--- config.mk ---
export PLATFORM = sky130hd
export DESIGN_NAME = delay_param_controller
export DESIGN_NICKNAME = d
export VERILOG_FILES = /design/src/rtl/delay_param_controller.sv
export SDC_FILE = /design/constraint.sdc
export NUM_CORES = 1
export LEC_CHECK = 0
export BUFFER_PORTS_ARGS = -buffer_cell sky130_fd_sc_hd__buf_2
export CORE_MARGIN = 2
export CORE_UTILIZATION = 35
export CTS_CLUSTER_DIAMETER = 60
export DETAILED_ROUTE_END_ITERATION = 8
export PLACE_DENSITY = 0.49
export SETUP_SLACK_MARGIN = 0.05
export SLEW_MARGIN = 20
export SYNTH_ARGS = -nofsm -noshare
export SYNTH_HDL_FRONTEND = slang
export SYNTH_SLANG_ARGS = --single-unit
--- constraint.sdc ---
create_clock -name clk -period 5.3 [get_ports clk]
set_input_delay 1.06 -clock clk [delete_from_list [all_inputs] [get_ports clk]]
set_output_delay 1.06 -clock clk [all_outputs]
set_load 0.005 [all_outputs]
--- src/rtl/delay_param_controller.sv ---
// rtl/delay_param_controller.sv - click-free slewing and mode sequencing of delay_effect controls
// Optional tap-tempo delay measurement: define DELAY_CTRL_TAP_TEMPO_EN.
module delay_param_controller #(
  parameter int ADDR_WIDTH     = 16,
  parameter int FEEDBACK_WIDTH = 8,
  parameter int DELAY_STEP     = 4,
  parameter int MIX_STEP       = 1,
  parameter int FLUSH_SAMPLES  = 64,
  parameter int DEFAULT_DELAY  = 4800
) (
  input  logic                      clk,
  input  logic                      rst,
  input  logic                      sample_valid,
  input  logic                      cfg_valid,
  output logic                      cfg_ready,
  input  logic [1:0]                cfg_addr,
  input  logic [15:0]               cfg_data,
  input  logic                      tap,
  output logic [ADDR_WIDTH-1:0]     delay_samples,
  output logic [FEEDBACK_WIDTH-1:0] feedback_amount,
  output logic [7:0]                effect_amount,
  output logic                      mode,
  output logic                      busy
);

  localparam logic [1:0] ST_RUN      = 2'd0;
  localparam logic [1:0] ST_FADE_OUT = 2'd1;
  localparam logic [1:0] ST_SWAP     = 2'd2;
  localparam logic [1:0] ST_FADE_IN  = 2'd3;

  localparam int FC_W = $clog2(FLUSH_SAMPLES + 1);
  localparam logic [FC_W-1:0]           FLUSH_LAST = FC_W'(FLUSH_SAMPLES - 1);
  localparam logic [ADDR_WIDTH-1:0]     D_STEP     = ADDR_WIDTH'(DELAY_STEP);
  localparam logic [FEEDBACK_WIDTH-1:0] FB_STEP    = FEEDBACK_WIDTH'(MIX_STEP);
  localparam logic [7:0]                MX_STEP    = 8'(MIX_STEP);
  localparam logic [ADDR_WIDTH-1:0]     DLY_RESET  = ADDR_WIDTH'(DEFAULT_DELAY);

  logic [1:0]                state;
  logic [ADDR_WIDTH-1:0]     tgt_delay;
  logic [FEEDBACK_WIDTH-1:0] tgt_fb;
  logic [7:0]                tgt_mix;
  logic                      tgt_mode;
  logic [FC_W-1:0]           flush_cnt;

  logic                  cfg_accept;
  logic                  cfg_delay_wr;
  logic [ADDR_WIDTH-1:0] cfg_delay_raw;
  logic [ADDR_WIDTH-1:0] cfg_delay;

  assign cfg_ready     = (state == ST_RUN);
  assign cfg_accept    = cfg_valid && cfg_ready;
  assign cfg_delay_wr  = cfg_accept && (cfg_addr == 2'd0);
  assign cfg_delay_raw = cfg_data[ADDR_WIDTH-1:0];
  // A zero delay would read the sample being written; store it as one.
  assign cfg_delay     = (cfg_delay_raw == '0) ? ADDR_WIDTH'(1) : cfg_delay_raw;

  assign busy = (state != ST_RUN) || (delay_samples != tgt_delay) ||
                (feedback_amount != tgt_fb) || (effect_amount != tgt_mix);

  function automatic logic [ADDR_WIDTH-1:0] slew_delay(input logic [ADDR_WIDTH-1:0] cur,
                                                       input logic [ADDR_WIDTH-1:0] tgt);
    if (tgt > cur)      return ((tgt - cur) > D_STEP) ? cur + D_STEP : tgt;
    else if (cur > tgt) return ((cur - tgt) > D_STEP) ? cur - D_STEP : tgt;
    else                return cur;
  endfunction

  function automatic logic [FEEDBACK_WIDTH-1:0] slew_fb(input logic [FEEDBACK_WIDTH-1:0] cur,
                                                        input logic [FEEDBACK_WIDTH-1:0] tgt);
    if (tgt > cur)      return ((tgt - cur) > FB_STEP) ? cur + FB_STEP : tgt;
    else if (cur > tgt) return ((cur - tgt) > FB_STEP) ? cur - FB_STEP : tgt;
    else                return cur;
  endfunction

  function automatic logic [7:0] slew_mix(input logic [7:0] cur, input logic [7:0] tgt);
    if (tgt > cur)      return ((tgt - cur) > MX_STEP) ? cur + MX_STEP : tgt;
    else if (cur > tgt) return ((cur - tgt) > MX_STEP) ? cur - MX_STEP : tgt;
    else                return cur;
  endfunction

`ifdef DELAY_CTRL_TAP_TEMPO_EN
  localparam logic [ADDR_WIDTH-1:0] CNT_LAST = {{(ADDR_WIDTH-1){1'b1}}, 1'b0};

  logic                  tap_q;
  logic                  meas_active;
  logic [ADDR_WIDTH-1:0] tap_cnt;
  logic                  tap_rise;
  logic                  tap_load;
  logic [ADDR_WIDTH-1:0] tap_value;

  assign tap_rise  = tap && !tap_q;
  assign tap_load  = tap_rise && meas_active;
  assign tap_value = (tap_cnt == '0) ? ADDR_WIDTH'(1) : tap_cnt;

  // Tap measurement: first rising tap starts counting samples, next one ends it.
  always_ff @(posedge clk or posedge rst) begin
    if (rst) begin
      tap_q       <= 1'b0;
      meas_active <= 1'b0;
      tap_cnt     <= '0;
    end else begin
      tap_q <= tap;
      if (tap_rise) begin
        if (meas_active) begin
          meas_active <= 1'b0;
        end else begin
          meas_active <= 1'b1;
          tap_cnt     <= '0;
        end
      end else if (meas_active && sample_valid) begin
        // Reaching the all-ones count abandons the measurement.
        if (tap_cnt == CNT_LAST) meas_active <= 1'b0;
        tap_cnt <= tap_cnt + ADDR_WIDTH'(1);
      end
    end
  end

  // Delay target: cfg writes take priority over a simultaneous tap load.
  always_ff @(posedge clk or posedge rst) begin
    if (rst)               tgt_delay <= DLY_RESET;
    else if (cfg_delay_wr) tgt_delay <= cfg_delay;
    else if (tap_load)     tgt_delay <= tap_value;
  end
`else
  logic unused_tap;
  assign unused_tap = tap;

  // Delay target: updated from cfg writes only.
  always_ff @(posedge clk or posedge rst) begin
    if (rst)               tgt_delay <= DLY_RESET;
    else if (cfg_delay_wr) tgt_delay <= cfg_delay;
  end
`endif

  // Remaining targets, output slewing and the fade-out / swap / fade-in sequencer.
  always_ff @(posedge clk or posedge rst) begin
    if (rst) begin
      state           <= ST_RUN;
      delay_samples   <= DLY_RESET;
      feedback_amount <= '0;
      effect_amount   <= '0;
      mode            <= 1'b0;
      tgt_fb          <= '0;
      tgt_mix         <= '0;
      tgt_mode        <= 1'b0;
      flush_cnt       <= '0;
    end else begin
      if (cfg_accept) begin
        case (cfg_addr)
          2'd1: tgt_fb  <= cfg_data[FEEDBACK_WIDTH-1:0];
          2'd2: tgt_mix <= cfg_data[7:0];
          2'd3: begin
            if (cfg_data[0] != mode) begin
              tgt_mode <= cfg_data[0];
              state    <= ST_FADE_OUT;
            end
          end
          default: ;
        endcase
      end

      case (state)
        ST_RUN: begin
          if (sample_valid) begin
            delay_samples   <= slew_delay(delay_samples, tgt_delay);
            feedback_amount <= slew_fb(feedback_amount, tgt_fb);
            effect_amount   <= slew_mix(effect_amount, tgt_mix);
          end
        end
        ST_FADE_OUT: begin
          // Completion is checked every clk so an already-silent fade costs one cycle.
          if (feedback_amount == '0 && effect_amount == '0) begin
            mode      <= tgt_mode;
            flush_cnt <= '0;
            state     <= ST_SWAP;
          end else if (sample_valid) begin
            feedback_amount <= slew_fb(feedback_amount, '0);
            effect_amount   <= slew_mix(effect_amount, 8'd0);
          end
        end
        ST_SWAP: begin
          if (sample_valid) begin
            if (flush_cnt == FLUSH_LAST) state <= ST_FADE_IN;
            else                         flush_cnt <= flush_cnt + FC_W'(1);
          end
        end
        default: begin
          if (feedback_amount == tgt_fb && effect_amount == tgt_mix) begin
            state <= ST_RUN;
          end else if (sample_valid) begin
            feedback_amount <= slew_fb(feedback_amount, tgt_fb);
            effect_amount   <= slew_mix(effect_amount, tgt_mix);
          end
        end
      endcase
    end
  end

endmodule

After elaboration in Yosys (flattened, before gate mapping)
Index checks and enable logic that the tools add are counted.
Word-level totals
  flip-flop bits (word level): 75
Cells by class
  order comparisons: 20
  multiplexer cells: 43
  reduce and logical (&&, ||, !) cells: 23
  eq/ne operators: 20
  bitwise gates (word level): 1
  add/subtract/negate cells: 15
Operators by type and width (count)
  8-bit 2-to-1 mux: 24
  8-bit by 1-bit > comparator with 1-bit output, second input constant: 10
  16-bit 2-to-1 mux: 5
  8-bit case mux with 3 select lines: 2
  16-bit > comparator: 2
  16-bit by 3-bit > comparator with 1-bit output, second input constant: 2
  8-bit > comparator: 4
  16-bit subtractor: 2
  8-bit subtractor: 4
  7-bit 2-to-1 mux: 3
  16-bit by 3-bit adder with 16-bit output, second input constant: 1
  8-bit by 1-bit adder with 8-bit output, second input constant: 2
  8-bit == test: 2
  1-bit by 8-bit > comparator with 1-bit output, first input constant: 2
  16-bit zero test: 1
  8-bit zero test: 2
  16-bit inequality test: 1
  8-bit inequality test: 2
  1-bit by 8-bit subtractor with 8-bit output, first input constant: 2
  16-bit by 3-bit subtractor with 16-bit output, second input constant: 1
  8-bit by 1-bit subtractor with 8-bit output, second input constant: 2
  2-bit 2-to-1 mux: 7
  7-bit case mux with 2 select lines: 1
  2-bit inequality test, second input constant: 5
  other kinds (17): 33

Depth between registers and ports, before layout
Gate-level depths: netlist of run 1.
  depth in word-level cells: 8
  depth in mapped cells: 15

Worst setup path before layout of run 1
No wires, ideal clock.
  path kind: flip-flop to flip-flop
  start: reg delay_samples[7]
  end: reg delay_samples[11]
  cell stages (with the launch flop): 15
  arrival: 3.408 ns
  library setup time: 0.121 ns
  slack: 1.771 ns
  period minus slack after synthesis: 3.529 ns
  data required time: 5.179 ns
  cell sequence: dfstp_2 -> clkbuf_1 -> inv_1 -> ha_1 -> buf_6 -> nand2_1 -> or3_1 -> a211oi_1 -> a311oi_2 -> xnor2_1 -> or4_4 -> o21a_4 -> nor2_4 -> nand2_2 -> o22a_1
On the way
  longest elaborated chain between the ends: 5
  elaborated cells on any way between the ends: 14
RTL lines
  start: declaration: line 19  | output logic [ADDR_WIDTH-1:0] delay_samples,
  start signal: assignment: line 164  | delay_samples <= slew_delay(delay_samples, tgt_delay);
  16-bit subtractor: line 63  | else if (cur > tgt) return ((cur - tgt) > D_STEP) ? cur - D_STEP : tgt;
  16-bit by 3-bit > comparator with 1-bit output: line 63
  16-bit 2-to-1 mux (2 in series): line 63
  16-bit 2-to-1 mux: line 62  | if (tgt > cur) return ((tgt - cur) > D_STEP) ? cur + D_STEP : tgt;
Several ways; a longest one is shown, not always the timed one. The select of a mux whose other input is x is not followed.
A chain may end at the register's enable or synchronous reset.

Final worst setup path of run 1
  start: reg delay_samples[9]
  end: out busy
On the way
  longest elaborated chain between the ends: 4
RTL lines
  16-bit inequality test: line 57  | assign busy = (state != ST_RUN) || (delay_samples != tgt_delay) ||
  1-bit logical OR (2 in series): line 57
  1-bit logical OR: line 58  | (feedback_amount != tgt_fb) || (effect_amount != tgt_mix);
  end: declaration: line 23  | output logic busy
No other way between the ends.

==> flow_summary.yaml, run 1 <==
hold_path:
  hold-path-cell-count: 2
  min_path_type: "reg -> reg"
detailed_routing:
  drtIter0Drc: 615
  drc: 0
  drt_first_pass_iters: 7
  antenna_left: 0
  via_per_inst: 5.697
  vias: 7976
  wire_per_inst_um: 18.76
  wl_um: 26260
placement:
  gp_congestion: 0.9357
  dpl_cell_area_sq_um: 8643
  hpwlAfterDp_um: 20280
  portBuffers: 56
sta:
  post-route-period-util_pct: 83.79
  layout_min_cycle_time_ns: 4.441
  fin_tns_setup_ns: 0
  setup_viol: 0
  finalMaxSlewViolations: 0
  slew_headroom_pct: 28.01
  tightest_slew_ns: 1.080
  hold_viol_final: 0
  finalClockSkew_ns: 0.01241
  max_freq_ghz: 0.2252
  rsz0062_at_grt: "false"
layout:
  antenna_cells: 0
  layout_common_cells: "nand2_1, o21ai_0, inv_1"
  drive_gt1_share_pct: 12.70
  regArea_sq_um: 1887
  layout.nets: 1183
  design_area_sq_um: 8959
  area_growth_pct: 9.799
  n_fill_cell: 2400
  multi_input_area_sq_um: 5707
logic_synthesis:
  syn-cell-area_sq_um: 8159
  synth_seq_cells: 75
  synth-async-reset-ratio_pct: 100.0
  netlist_instances: 1059
  ys_dominant_reg_cell: "dfrtp_1"
  seq_area_frac_synth_pct: 23.13
  synthDistinctLibCells: 84
  avgSynthCellArea_sq_um: 7.705
  synth_edf_count: 0
  yosysWarnings: 0
  synthesis.nets: 1160
grt:
  gr-usage-all-layers_pct: 21.76
  grt.overflow.total: 0
  top_usage_layer: "met2"
  grt_pass1_wl_um: 42040
  grt_use_met2_pct: 33.14
  met3_usage_pct: 3.240
  grt_pass1_vias: 7475
  grt_start_max_net_pins: 47
  antenna_found_initial: 0
  grt_use_met1_pct: 32.36
clock_tree:
  h-tree-depth: 3
  cts-root-buf: "clkbuf_16"
  post_cts_buffers: 0
  clk_pin_slew_ns: 0.07
  clk_path_buf_depth: 2
  cts_resized: 0
  cts.sinks: 75
  postCtsHoldBufs: 0
  cts_tree: "yes"
  clkLatencyLatePin_ns: 0.35
  cts_buffers: 9
pwr:
  powerDensity_nw_per_um2: 533.4
  irDropWorstVdd_uv: 238.4
  p_leak_nw: 3.717
setup_path:
  end_kind: "primary output"
  cp_max_fo: 10
  reg2regPathDepth: 12
  start_kind: "register"
  crit_required_ns: 4.24
  path_class: "reg -> out"
  arrival_ns: 3.38
floorplanning:
  die_width_um: 156.7
  die_area_sq_um: 24550
  fp.coreArea_sq_um: 22780
  initial_utilization_pct: 35.82
  fp.dieH_um: 156.7
  fp-row-count: 55
  ios: 58
job:
  maxCapViolations: 0
run_status:
  status: "finished, final reports clean"
==> layer usage <==
metal  vias to the layer above  wire length, um
met5                         -                0
met4                         0              437
met3                        26             1282
met2                       246            11340
met1                      3802            13200
li1                       3902                -
==> path summary, 6_finish.rpt <==
check,startpoint,to,slack (ns)
worst max-delay path,delay_samples[9],busy,0.86
worst min-delay path,tgt_mode,mode,0.51
worst max register to register,delay_samples[9],delay_samples[11],0.92
worst min register to register,tgt_mode,mode,0.51
max in group asynchronous,rst,tgt_delay[6],3.49
min in group asynchronous,rst,tgt_delay[15],0.86
==> power by group <==
group / total, W / internal [W] / leakage (nW) / switching, W
sequential: 0.00105 / 0.000741 / 0.860 / 0.000304
combinational: 0.00306 / 0.00117 / 2.71 / 0.00189
clock: 0.000675 / 0.000374 / 0.149 / 0.000301
==> synth_stat cells (9+ instances only) <==
master,count,area (sq um)
nor2_1,68,255.2
a21o_1,16,120.1
ha_1,73,913.4
a21oi_1,83,415.4
a31oi_1,11,68.82
a221oi_1,11,96.34
clkbuf_1,34,127.6
inv_1,89,334.1
nor3_1,44,220.2
mux2i_1,9,90.09
xor2_1,15,131.4
o221ai_1,10,87.58
nand2_1,97,364.1
mux2_2,11,123.9
xnor2_1,23,201.4
dfrtp_1,67,1677
o21ai_0,97,485.5
nand2b_1,11,68.82
or3_1,9,56.30
nor4_1,10,62.56
nor2b_1,20,125.1
nand3_1,33,165.2
nand4_1,22,137.6
o211ai_1,17,127.6
==> cell families (layout without fill, tap and decap cells) <==
kind of cell	Yosys count	in the layout	share of synthesized area, %
buffers and inverters	140	168	7.207
DFF	75	75	23.13
AOI/OAI and AO/OA	354	354	29.06
adders and majority gates	78	78	12.42
xor gates and xnor gates	38	38	4.079
muxes	20	20	2.622
and+or+nand+nor	354	354	21.48
==> final cells by class <==
class | count | share of cell area (%)
clock buffers | 9 | 2.514
inverters | 90 | 3.785
clock inverters | 7 | 0.9358
flip-flops and latches | 75 | 21.06
well taps | 313 | 4.372
repair buffers | 62 | 3.631
multi-input cells | 844 | 63.70
==> state kept, by name, indices dropped and copies added (netlist names) <==
name and count:
tgt_delay 16, tgt_mix 8, delay_samples 16, mode 1
state 2, tgt_fb 8, feedback_amount 8, tgt_mode 1
effect_amount 8, flush_cnt 7
==> through the flow <==
step | hold WS (ns) | power [W] | setup slack, ns | instances | utilization (%)
after floorplan | 0.4599 | 0.003322 | 1.771 | 1059 | -
after global placement | 0.4858 | 0.004074 | 1.029 | 1384 | 37.95
after detailed placement | 0.4937 | 0.004070 | 0.9758 | 1384 | 37.95
after CTS | 0.5127 | 0.004774 | 0.8760 | 1400 | 39.30
after global routing | 0.5497 | 0.005199 | 0.7206 | 1400 | 39.33
final | 0.5127 | 0.004778 | 0.8592 | 1400 | 39.33
==> worst max-delay path, cell delays in order, from the launching register on <==
cell,delay (ns)
dfstp_2,0.63
inv_1,0.15
ha_1,0.53
nand2_1,0.22
or3_1,0.45
or4_1,0.65
inv_1,0.10
nand3_1,0.10
buf_2,0.18
Note: power is estimated with default switching activity, not from simulation.
==> inputs of run 2 (changes only) <==
Settings changed: ABC_AREA set to 1, PLACE_DENSITY 0.49 to 0.51.
Clock period 5.3 ns to 3.8 ns, I/O delays scaled along.
==> run 2 against run 1 <==
Against the previous run:
- sequential power about the same
- critical path depth increased by 1
- clock skew decreased by 0.0067 ns
- global-route usage shrank 0.87 points
- non-clock buffer count increased by 14
- critical endpoint unchanged
- combinational power grew 140%
- setup slack got worse by 0.62 ns
- cell count rose by 33%
- via count increased by 15%
- routed wire length rose by 4.1%
- utilization grew 0.44 points
- largest power group unchanged
- sequential share of layout area decreased by 2.2 points
- highest routed layer unchanged
==> flow_summary.yaml, run 2 <==
floorplanning:
  initial_utilization_pct: 35.63
  die_area_sq_um: 26930
  fp.dieH_um: 164.1
  fp-row-count: 58
  die_width_um: 164.1
  fp.coreArea_sq_um: 25180
  ios: 58
setup_path:
  reg2regPathDepth: 17
  crit_required_ns: 3.04
  end_kind: "primary output"
  start_kind: "register"
  arrival_ns: 2.80
  r2r_start: "delay_samples[7]"
  cp_max_fo: 7
  path_class: "reg -> out"
  cp-endpoint: "busy"
  crit_start: "delay_samples[9]"
  reg2reg_setup_slack_ns: 0.55
  reg2reg_to: "delay_samples[1]"
sta:
  slew_headroom_pct: 48.42
  setup_viol: 0
  layout_min_cycle_time_ns: 3.557
  max_freq_ghz: 0.2811
  finalClockSkew_ns: 0.005759
  tightest_slew_ns: 0.7636
  fin_tns_setup_ns: 0
  hold_viol_final: 0
  hold_slack_ns: 0.4116
  rsz0062_at_grt: "false"
  post-route-period-util_pct: 93.60
  finalMaxSlewViolations: 0
pwr:
  p_comb_share_pct: 78.4
  p_int_w: 0.004002
  seqPwrFrac_pct: 11.4
  irDropWorstVdd_uv: 398.7
  sw_frac_of_total_pct: 56.90
  powerDensity_nw_per_um2: 927.0
  pwr-share-clk_pct: 10.2
  power.switching_w: 0.005283
  p_leak_nw: 5.651
placement:
  gp_congestion: 0.9012
  hpwlAfterDp_um: 22700
  portBuffers: 56
run_status:
  status: "finished, final reports clean"
logic_synthesis:
  syn-cell-area_sq_um: 8971
  synth_top_area_share_pct: 19.62
  synthesis.nets: 1569
  yosys.area.top_type: "nand2_1"
  netlist_instances: 1468
  avgSynthCellArea_sq_um: 6.111
  ys_top_cells_by_area: "nand2_1, dfrtp_1, nand3_1"
  seq_area_frac_synth_pct: 21.03
  ys_dominant_reg_cell: "dfrtp_1"
  yosysMostFrequentCell: "nand2_1"
  synthTopCellsByCount: "nand2_1, inv_1, nand3_1"
  yosysWarnings: 0
  synth-async-reset-ratio_pct: 100.0
  synth_seq_cells: 75
  synthDistinctLibCells: 46
  synth_edf_count: 0
layout:
  multi_input_area_sq_um: 6101
  layout_common_cells: "nand2_1, inv_1, nand3_1"
  largestRegisters: "delay_samples x16, tgt_delay x16"
  layout.nets: 1632
  drive_gt1_share_pct: 11.00
  final_common_cell: "nand2_1"
  area_growth_pct: 11.65
  regArea_sq_um: 1887
  antenna_cells: 0
  n_fill_cell: 2779
detailed_routing:
  drtIter0Drc: 493
  wl_um: 27330
  drt_first_pass_iters: 5
  vias: 9178
  via_per_inst: 4.919
  wire_per_inst_um: 14.65
  antenna_left: 0
  drc: 0
grt:
  grt_start_max_net_pins: 28
  grt.overflow.total: 0
  grt_pass1_vias: 8741
  grt_pass1_wl_um: 44870
  antenna_found_initial: 0
  gr-usage-all-layers_pct: 20.89
hold_path:
  min_path_type: "in -> async"
clock_tree:
  clk_path_buf_depth: 2
  clkLatencyLatePin_ns: 0.34
  postCtsHoldBufs: 0
  post_cts_buffers: 0
  cts_buffers: 9
  cts_resized: 0
  h-tree-depth: 3
  cts.sinks: 75
  cts_tree: "yes"
  clk_pin_slew_ns: 0.06
  cts-root-buf: "clkbuf_16"
job:
  maxCapViolations: 0
[run 2: changes by cell type in the layout (fill, tap and decap cells not counted), sizes merged, moves of 18 or more]
cell | previous run | this run
nand3 | 33 | 199
nor2 | 69 | 132
nor2b | 20 | 0
nor3 | 45 | 17
o21ai | 109 | 48
a21oi | 88 | 70
inv | 92 | 223
xor2 | 15 | 51
nand2 | 100 | 489
[run 2: cell families after synthesis]
kind of cell,Yosys count,share of synthesized area (%)
compound gates,135,8.089
buf+inv,251,10.96
xor+xnor,59,5.760
fa+ha+maj,78,11.30
flops,75,21.03
simple gates,870,42.86
[run 2: worst max-delay path, cell delays in order, from the launching register on]
cell      delay, ns
dfstp_2        0.61
inv_1          0.12
ha_1           0.47
nand2_1        0.19
nor2_2         0.21
nand2_1        0.07
inv_1          0.10
nand3_1        0.24
nand3b_1       0.28
buf_2          0.16
[run 2: worst min-delay path by stage]
stage                     startpoint           endpoint  cells past startpoint
after floorplan             tgt_mode               mode                      2
after global placement      tgt_mode               mode                      2
after detailed placement    tgt_mode               mode                      2
after CTS                        rst  delay_samples[13]                      2
after global routing             rst  delay_samples[13]                      2
final                            rst  delay_samples[13]                      2
[run 2: final cells by class]
cell class / count / share of cell area, %
inverters: 227 / 8.532
repair buffers: 76 / 4.297
well taps: 330 / 4.122
clock inverters: 4 / 0.7370
flip-flops and latches: 75 / 18.84
multi-input cells: 1142 / 60.91
clock buffers: 12 / 2.561
[run 2: layer usage]
metal	wire length, um	GRT usage, %	vias up
met5	0	0	-
met4	489	5.423	0
met3	934	1.995	28
met2	12790	35.09	203
met1	13120	28.70	4149
li1	-	-	4798
[run 2: power by group through the flow]
stage	registers, W	clock network, W	logic [W]
4_1_cts	0.00106	0.000974	0.00724
5_1_grt	0.00108	0.00101	0.00828
3_3_place_gp	0.00107	0	0.00722
2_1_floorplan	0.00102	0	0.00553
3_5_place_dp	0.00107	0	0.00721
6_report	0.00106	0.000950	0.00728
[run 2: metrics by stage]
stage / utilization, % / instance area (sq um) / setup WS, ns / power, W / cells
floorplan: - / 8971 / 1.026 / 0.006549 / 1468
global placement: 38.46 / 9686 / 0.5796 / 0.008292 / 1850
detailed placement: 38.46 / 9686 / 0.5756 / 0.008280 / 1850
CTS: 39.77 / 10020 / 0.2509 / 0.009276 / 1866
global route: 39.77 / 10020 / 0.08012 / 0.01037 / 1866
finish: 39.77 / 10020 / 0.2431 / 0.009285 / 1866
